File: src/rtl/mbox_tx_framer.sv
// MAILBOX byte FIFO plus WOU frame builder: {SYNC, LEN, PAYLOAD[LEN], CHK} on a valid/ready byte link.
// Define MBOX_TX_CRC8_EN to replace the additive checksum with CRC-8 (poly 0x07) over LEN and PAYLOAD.
module mbox_tx_framer #(
    parameter int                WOU_DW    = 8,
    parameter int                AW        = 6,
    parameter int                AFULL_TH  = 8,
    parameter int                MAX_PLD   = 32,
    parameter int                IDLE_TO   = 255,
    parameter logic [WOU_DW-1:0] SYNC_BYTE = 8'h55
) (
    input  logic              wb_clk_i,
    input  logic              wb_rst_i,
    input  logic              mbox_wr_i,
    input  logic [WOU_DW-1:0] mbox_di,
    output logic              mbox_full_o,
    output logic              mbox_afull_o,
    output logic              mbox_empty_o,
    output logic              tx_valid_o,
    output logic [WOU_DW-1:0] tx_data_o,
    input  logic              tx_ready_i,
    output logic [15:0]       frame_cnt_o,
    output logic              ovf_o
);

    localparam int DEPTH = 1 << AW;
    localparam int CW    = AW + 1;
    localparam int TW    = $clog2(IDLE_TO + 1);

    localparam logic [CW-1:0] DEPTH_C = CW'(DEPTH);
    localparam logic [CW-1:0] MAX_C   = CW'(MAX_PLD);
    localparam logic [CW-1:0] AFULL_C = CW'(AFULL_TH);
    localparam logic [TW-1:0] TO_C    = TW'(IDLE_TO);

    typedef enum logic [2:0] {S_IDLE, S_SYNC, S_LEN, S_PLD, S_CHK} state_t;

    state_t            state;
    logic [WOU_DW-1:0] mem [DEPTH];
    logic [AW-1:0]     wr_ptr, rd_ptr, rd_ptr_inc;
    logic [CW-1:0]     count, count_nxt, free_nxt, pld_len, remain;
    logic [TW-1:0]     idle_tmr;
    logic [WOU_DW-1:0] len_q, len_nxt, acc, acc_nxt, acc_init, chk_val;
    logic              wr_acc, pop, hs, launch;

    assign hs         = tx_valid_o & tx_ready_i;
    assign wr_acc     = mbox_wr_i & ~mbox_full_o;
    assign pop        = (state == S_PLD) & hs;
    assign rd_ptr_inc = rd_ptr + 1'b1;

    always_comb begin
        count_nxt = count;
        if (wr_acc & ~pop)
            count_nxt = count + 1'b1;
        else if (~wr_acc & pop)
            count_nxt = count - 1'b1;
    end

    assign free_nxt = DEPTH_C - count_nxt;
    assign pld_len  = (count >= MAX_C) ? MAX_C : count;
    assign len_nxt  = WOU_DW'(pld_len);
    assign launch   = (state == S_IDLE) &
                      ((count >= MAX_C) | ((count != '0) & (idle_tmr == TO_C)));

`ifdef MBOX_TX_CRC8_EN
    function automatic logic [7:0] crc8_upd(input logic [7:0] c, input logic [7:0] d);
        logic [7:0] r;
        r = c ^ d;
        for (int i = 0; i < 8; i++)
            r = r[7] ? ((r << 1) ^ 8'h07) : (r << 1);
        return r;
    endfunction

    assign acc_init = crc8_upd(8'h00, len_nxt);
    assign acc_nxt  = crc8_upd(acc, tx_data_o);
    assign chk_val  = acc_nxt;
`else
    // Running sum of LEN and payload; CHK is its negation so the frame sums to zero.
    assign acc_init = len_nxt;
    assign acc_nxt  = acc + tx_data_o;
    assign chk_val  = '0 - acc_nxt;
`endif

    always_ff @(posedge wb_clk_i) begin
        if (wr_acc)
            mem[wr_ptr] <= mbox_di;
    end

    always_ff @(posedge wb_clk_i or posedge wb_rst_i) begin
        if (wb_rst_i) begin
            wr_ptr       <= '0;
            rd_ptr       <= '0;
            count        <= '0;
            mbox_empty_o <= 1'b1;
            mbox_full_o  <= 1'b0;
            mbox_afull_o <= 1'b0;
            ovf_o        <= 1'b0;
            idle_tmr     <= '0;
        end else begin
            if (wr_acc)
                wr_ptr <= wr_ptr + 1'b1;
            if (pop)
                rd_ptr <= rd_ptr_inc;
            count        <= count_nxt;
            mbox_full_o  <= (count_nxt == DEPTH_C);
            mbox_afull_o <= (free_nxt <= AFULL_C);
            mbox_empty_o <= (count_nxt == '0);
            if (mbox_wr_i & mbox_full_o)
                ovf_o <= 1'b1;
            // Timer only runs while idle, so a backlog left after a frame waits a full timeout.
            if (wr_acc || count == '0)
                idle_tmr <= '0;
            else if (state == S_IDLE && idle_tmr != TO_C)
                idle_tmr <= idle_tmr + 1'b1;
        end
    end

    always_ff @(posedge wb_clk_i or posedge wb_rst_i) begin
        if (wb_rst_i) begin
            state       <= S_IDLE;
            tx_valid_o  <= 1'b0;
            tx_data_o   <= '0;
            len_q       <= '0;
            remain      <= '0;
            acc         <= '0;
            frame_cnt_o <= '0;
        end else begin
            case (state)
                S_IDLE: begin
                    if (launch) begin
                        state      <= S_SYNC;
                        tx_valid_o <= 1'b1;
                        tx_data_o  <= SYNC_BYTE;
                        len_q      <= len_nxt;
                        remain     <= pld_len;
                        acc        <= acc_init;
                    end
                end
                S_SYNC: begin
                    if (hs) begin
                        state     <= S_LEN;
                        tx_data_o <= len_q;
                    end
                end
                S_LEN: begin
                    if (hs) begin
                        state     <= S_PLD;
                        tx_data_o <= mem[rd_ptr];
                    end
                end
                S_PLD: begin
                    // Next head is always within the latched LEN, so it is already written.
                    if (hs) begin
                        acc    <= acc_nxt;
                        remain <= remain - 1'b1;
                        if (remain == CW'(1)) begin
                            state     <= S_CHK;
                            tx_data_o <= chk_val;
                        end else begin
                            tx_data_o <= mem[rd_ptr_inc];
                        end
                    end
                end
                S_CHK: begin
                    if (hs) begin
                        state       <= S_IDLE;
                        tx_valid_o  <= 1'b0;
                        tx_data_o   <= '0;
                        frame_cnt_o <= frame_cnt_o + 1'b1;
                    end
                end
                default: begin
                    state      <= S_IDLE;
                    tx_valid_o <= 1'b0;
                end
            endcase
        end
    end

endmodule

File: config.mk
export PLATFORM = sky130hd
export DESIGN_NAME = mbox_tx_framer
export DESIGN_NICKNAME = d
export VERILOG_FILES = /design/src/rtl/mbox_tx_framer.sv
export SDC_FILE = /design/constraint.sdc
export NUM_CORES = 1
export LEC_CHECK = 0
export ABC_CLOCK_PERIOD_IN_PS = 3150
export BUFFER_PORTS_ARGS = -buffer_cell sky130_fd_sc_hd__buf_2
export CAP_MARGIN = 10
export CORE_MARGIN = 2
export CORE_UTILIZATION = 60
export CTS_CLUSTER_DIAMETER = 200
export CTS_CLUSTER_SIZE = 14
export DETAILED_ROUTE_END_ITERATION = 16
export PLACE_DENSITY = 0.76
export RECOVER_POWER = 50
export SYNTH_ARGS = -nofsm -noshare
export SYNTH_HDL_FRONTEND = slang
export SYNTH_SLANG_ARGS = --single-unit
File: constraint.sdc
create_clock -name wb_clk_i -period 3.15 [get_ports wb_clk_i]
set_input_delay 0.315 -clock wb_clk_i [delete_from_list [all_inputs] [get_ports wb_clk_i]]
set_output_delay 0.315 -clock wb_clk_i [all_outputs]
set_load 0.1 [all_outputs]
==> qor.yml, run 1 <==
status: "finished with violations"
violations: "max-capacitance violations, max-slew violations"
drive_gt1_frac: 0.286
synth.net_count: 1745
die-area_sq_um: 49300
dpl_cell_area_sq_um: 30200
synth_edf_count: 512
synthDistinctLibCells: 77
worstSetupStartpointType: "register"
ys.flop_type: "edfxtp_1"
dr_total_vias: 17800
synth_area_per_cell_sq_um: 16.6
final_cell_area_sq_um: 31600
clk_pin_slew_ns: 0.07
worstPathRequired_ns: 3.62
drtPass1Iterations: 5
grt_max_degree: 65
antenna_found_initial: 2
gp_congestion: 0.946
cts-buffers-inserted: 48
finClkSkew_ns: 0.0259
grt_pass1_vias: 17800
hold_viol: 0
num_rows: 79
vias_per_cell: 7.18
synth-seq-area-share: 0.610
end_kind: "register"
fin_nets: 1866
antenna_left: 0
postSynthCellCount: 1716
cts.sinks: 593
critPathKind: "register to register"
powerDensity_nw_per_um2: 1010
grt_pass1_wl_mm: 117
ios: 41
drt-total-wl_mm: 79.2
syn2layout_area_growth_pct: 10.7
post-route-drc-count: 0
synth_area_sq_um: 28500
tritoncts: "built"
worstMarginPinSlew_ns: 2.97
die_h_microns: 222
relSlewSlack: -0.979
mostFrequentLayoutCell: "edfxtp_1"
diodes: 0
ys_seq_elements: 593
vdd_drop_max_mv: 0.621
layout_min_cycle_time_ns: 3.08
grt.overflow.total: 0
p_leak_nw: 10.6
start_util: 0.610
hp-class: "primary input to register"
utilization: 0.675
nFillCells: 3024
maxSlewViolCount: 450
path_max_fanout: 43
routedWlPerCell_microns: 32.0
clkLatencyLatePin_ns: 0.60
io_buffers: 40
finalSetupViolations: 0
rsz0062_at_grt: "no"
ctsLongestPathBuffers: 3
power_mw: 31.9
arrival_ns: 3.56
layout_common_cells: "512 x edfxtp_1, 277 x mux4_2, 156 x nand2_1"
synthArstFlopShare: 0.137
drt-initial-drc-count: 3015
clockRootBuffer: "clkbuf_16"
max_freq_mhz: 324
max_cap_viol_count: 9
fin_crit_sh: 0.979
fp.dieW_microns: 222
yosys_warnings: 0
grt_use_total: 0.327
coreArea_sq_um: 46800
hold-worst-slack_ns: 0.0385
htreeDepth: 2
hpwl_mm: 53.6
per-layer routing:
| layer | up-vias | part of all wire | track usage |
|---|---|---|---|
| li1 | 7172 | - | - |
| met1 | 9046 | 0.36 | 0.461 |
| met2 | 1310 | 0.47 | 0.502 |
| met3 | 229 | 0.12 | 0.0698 |
| met4 | 2 | 0.051 | 0.144 |
| met5 | - | 0.00023 | 0 |
worst max-delay path: stages, from the launching register on:
cell	delay (ns)
dfrtp_4	0.47
buf_12	0.22
buf_12	0.29
mux4_2	0.56
mux2i_1	0.37
mux2i_1	0.26
mux2i_1	0.20
o32ai_1	0.11
a211oi_1	0.31
a21oi_1	0.12
area by class of cell:
| type | count | area, sq um | share of cell area |
|---|---|---|---|
| Sequential cell | 593 | 17400 | 0.552 |
| Multi-Input combinational cell | 991 | 10500 | 0.334 |
| Timing Repair Buffer | 189 | 1470 | 0.0466 |
| Clock buffer | 77 | 1330 | 0.0422 |
| Tap cell | 607 | 759 | 0.0241 |
| Inverter | 14 | 53.8 | 0.00170 |
| Clock inverter | 1 | 11.3 | 0.000357 |
synth_stat cells (4+ instances only):
cell / n / area [sq um]
nand2_1: 156 / 586
nor2_1: 116 / 435
nand4_1: 17 / 106
a41oi_1: 4 / 35.0
buf_6: 5 / 56.3
nand3_1: 46 / 230
mux2_2: 6 / 67.6
buf_2: 39 / 195
and4_1: 4 / 35.0
xor2_1: 19 / 166
nand3b_1: 7 / 52.6
a31oi_1: 13 / 81.3
dfrtp_1: 80 / 2000
o21ai_1: 9 / 45.0
edfxtp_1: 512 / 15400
nor3_1: 13 / 65.1
a22oi_1: 8 / 60.1
or2_2: 10 / 62.6
buf_4: 14 / 105
nor4_1: 7 / 43.8
a32oi_1: 6 / 52.6
and2_1: 9 / 56.3
ha_1: 16 / 200
buf_1: 5 / 18.8
a21o_1: 7 / 52.6
nor2b_1: 9 / 56.3
o21ai_0: 22 / 110
mux4_2: 277 / 6240
o211ai_1: 10 / 75.1
o22ai_1: 7 / 43.8
and3_1: 18 / 113
a311oi_1: 4 / 35.0
mux2i_1: 27 / 270
xnor2_1: 34 / 298
a21oi_1: 38 / 190
or3b_2: 5 / 43.8
clkbuf_1: 55 / 206
a211oi_1: 7 / 52.6
nand2b_1: 5 / 31.3
inv_1: 13 / 48.8
kinds of logic (layout without fill, tap and decap cells):
family,count (synthesis),in the layout,synth area share
xor gates and xnor gates,56,56,0.0180
AOI/OAI and AO/OA,165,165,0.0383
DFF,593,593,0.610
buffers and inverters,132,281,0.0222
adders and majority gates,17,17,0.00772
muxes,310,310,0.230
and+or+nand+nor,443,443,0.0733
per-stage QoR:
stage                     std cells  setup WS, ns  TNS (ns)
final                          2472        0.0666         0
after CTS                      2467        0.0530         0
after floorplan                1716        0.0671         0
after global routing           2472       0.00864         0
after global placement         2387       -0.0455   -0.0455
after detailed placement       2387       -0.0650   -0.0650
registers in the layout, indices dropped and copies added (netlist names), 7 cells and up:
name / cells
tx_data_o: 8
acc: 8
len_q: 7
frame_cnt_o: 16
idle_tmr: 8
count: 7
mem: 512
remain: 7
power breakdown:
part / internal [mW] / switching (mW) / leakage, nW / total [mW]
sequential: 9.17 / 0.681 / 5.63 / 9.85
clock: 2.88 / 2.70 / 0.643 / 5.58
combinational: 6.90 / 9.55 / 4.36 / 16.5
total: 19.0 / 12.9 / 10.6 / 31.9
repair_timing:
action	4_1_cts	5_1_grt
resized for setup	1	2
setup buffers	0	0
cloned	0	0
hold buffers	2	0
endpoints found under the hold margin	26	0
endpoints found under the setup margin	1	2
worst paths after layout:
kind	cells past startpoint	to	from	slack, ns
max	9	tx_data_o[6]	rd_ptr[0]	0.07
min	3	tx_valid_o	tx_ready_i	0.04
max reg2reg	9	tx_data_o[6]	rd_ptr[0]	0.07
min reg2reg	1	ovf_o	ovf_o	0.46
max in group asynchronous	4	idle_tmr[0]	wb_rst_i	1.03
min in group asynchronous	3	tx_data_o[7]	wb_rst_i	0.51
No activity file was read; power rests on OpenSTA's default activity.
==> inputs of run 2 (changes only) <==
- SETUP_SLACK_MARGIN: unset -> 0.15
==> run 2 against run 1 <==
The run still ends with max-capacitance violations, max-slew violations left; sequential power down 0.7%; clock skew up 0.0037 ns; first-iteration DRC count shrank 11%; clock power rose by 2%; die area unchanged; power grew 0.68%; setup slack gained 0.11 ns; wire length is 1.4% lower; via count fell by 0.53%; sequential share of layout area decreased by 0.094 points; critical path depth is 1 higher; fmax up 3.7%; largest cell class unchanged; highest routed layer unchanged.
==> qor.yml, run 2 (synthesis gave the netlist of run 1 again) <==
status: "finished with violations"
violations: "max-capacitance violations, max-slew violations"
drive_gt1_frac: 0.287  # +0.000919
start_util: 0.610  # unchanged
place_inst: 2378  # -0.38%
post-route-drc-count: 0  # unchanged
drt-initial-drc-count: 2674  # -11%
top_register: "mem"
grt_pass1_wl_mm: 116  # -1.6%
syn2layout_area_growth_pct: 10.8
antenna_found_initial: 2  # unchanged
end_kind: "register"
final_cells: 2473  # +0.040%
fin_nets: 1856  # -0.54%
powerDensity_nw_per_um2: 1010  # +0.50%
vias_per_cell: 7.14  # -0.57%
max_cap_viol_count: 8  # -1
tritoncts: "built"
clk_pin_slew_ns: 0.08  # about the same
dr_total_vias: 17700  # -0.53%
clkLatencyLatePin_ns: 0.62  # +0.02 ns
worstMarginPinSlew_ns: 2.95  # -0.0192 ns
path_max_fanout: 20  # -53%
rsz0062_at_grt: "yes"
ctsLongestPathBuffers: 3  # unchanged
dpl_cell_area_sq_um: 30200  # -0.12%
vdd_drop_max_mv: 0.775  # +25%
critPathKind: "register to register"
coreArea_sq_um: 46800  # unchanged
hp-class: "primary input to register"
grt_pass1_vias: 17500  # -2.0%
relSlewSlack: -0.967  # +0.0128
htreeDepth: 2  # unchanged
fp.dieW_microns: 222  # unchanged
grt_max_degree: 65  # unchanged
clockRootBuffer: "clkbuf_16"
routedWlPerCell_microns: 31.6  # -1.5%
finClkSkew_ns: 0.0296  # +0.00366 ns
fin_tns_setup_ns: 0  # unchanged
p_leak_nw: 10.6  # -0.15%
maxSlewViolCount: 396  # -12%
cts-buffers-inserted: 48  # unchanged
die-area_sq_um: 49300  # unchanged
hold_viol: 0  # unchanged
io_buffers: 40  # unchanged
hpwl_mm: 52.7  # -1.7%
drtPass1Iterations: 6  # +1
largest_register_ffs: 512  # unchanged
grt_use_total: 0.323  # -0.00422
grt.overflow.total: 0  # unchanged
cts.sinks: 593  # unchanged
arrival_ns: 3.44  # -0.12 ns
fin_crit_sh: 0.944  # -0.0350
layout_common_cells: "512 x edfxtp_1, 277 x mux4_2, 156 x nand2_1"
mostFrequentLayoutCell: "edfxtp_1"
worstSetupStartpointType: "register"
die_h_microns: 222  # unchanged
gp_congestion: 0.974  # +3.0%
ios: 41  # unchanged
worstPathRequired_ns: 3.62  # about the same
layout_min_cycle_time_ns: 2.97  # -0.110 ns
antenna_left: 0  # unchanged
diodes: 0  # unchanged
nFillCells: 3052  # +0.93%
reg_top3: "mem: 512 flops, frame_cnt_o: 16 flops"
finalSetupViolations: 0  # unchanged
drt-total-wl_mm: 78.1  # -1.4%
num_rows: 79  # unchanged
final_cell_area_sq_um: 31600  # +0.18%
max_freq_mhz: 336  # +3.7%
[run 2: cell types whose count changed in the layout (fill, tap and decap cells not counted), moves of 3 or more]
cell	before	now
buf_4	119	109
clkbuf_1	46	55
mux2i_1	27	24
mux2i_2	0	3
[run 2: metrics by stage]
stage	utilization	hold WS, ns	total power, mW	setup slack (ns)
finish	0.676	0.0237	32.1	0.177
global route	0.676	0.0766	33.2	0.0652
CTS	0.677	0.00531	31.8	0.148
detailed placement	0.646	0.441	26.0	0.151
global placement	0.646	0.436	25.8	0.188
floorplan	-	0.414	20.6	0.229
[run 2: final cells by class]
class                      instances  area (sq um)  share of cell area
inverter                          14          53.8             0.00170
multi-input combinational        991         10600               0.334
sequential                       593         17400               0.551
timing repair buffer             179          1440              0.0455
clock buffer                      86          1370              0.0432
clock inverter                     3          28.8            0.000910
tap                              607           759              0.0240
[run 2: path summary, 6_finish.rpt]
kind                             from      endpoint  slack [ns]  cells past startpoint
setup / recovery            rd_ptr[1]  tx_data_o[6]        0.18                     10
hold / removal             tx_ready_i    tx_valid_o        0.02                      3
setup reg to reg            rd_ptr[1]  tx_data_o[6]        0.18                     10
hold reg to reg                 ovf_o         ovf_o        0.46                      1
max in group asynchronous    wb_rst_i  tx_data_o[1]        0.47                      4
min in group asynchronous    wb_rst_i     rd_ptr[2]        0.80                      3
[run 2: worst max-delay path, stage by stage (launching register included)]
cell and delay [ns]:
dfrtp_4 0.53, ha_4 0.32, buf_12 0.19, buf_12 0.21, mux4_2 0.32, mux2i_2 0.26, mux2i_1 0.20, mux2i_1 0.25
o32ai_1 0.15, a211oi_1 0.28, a21oi_1 0.10
[run 2: per-layer routing]
layer  share of wire  vias up  wire (microns)  track usage
li1                -     7173               -            -
met1            0.36     9043           28400        0.454
met2            0.47     1241           36400        0.497
met3            0.12      206            9520       0.0712
met4           0.047        2            3660        0.137
met5         0.00015        -              12            0
[run 2: power by group]
part	switching, mW	internal, mW
combinational	9.61	7.01
sequential	0.607	9.17
clock	2.76	2.93
[run 2: timing repair]
action / 4_1_cts / 5_1_grt
hold endpoints to repair: 40 / 0
buffers inserted: 2 / 0
resized for setup: 2 / 10
hold buffers: 2 / 0
setup endpoints to repair: 2 / 5
pin swaps: 0 / 1
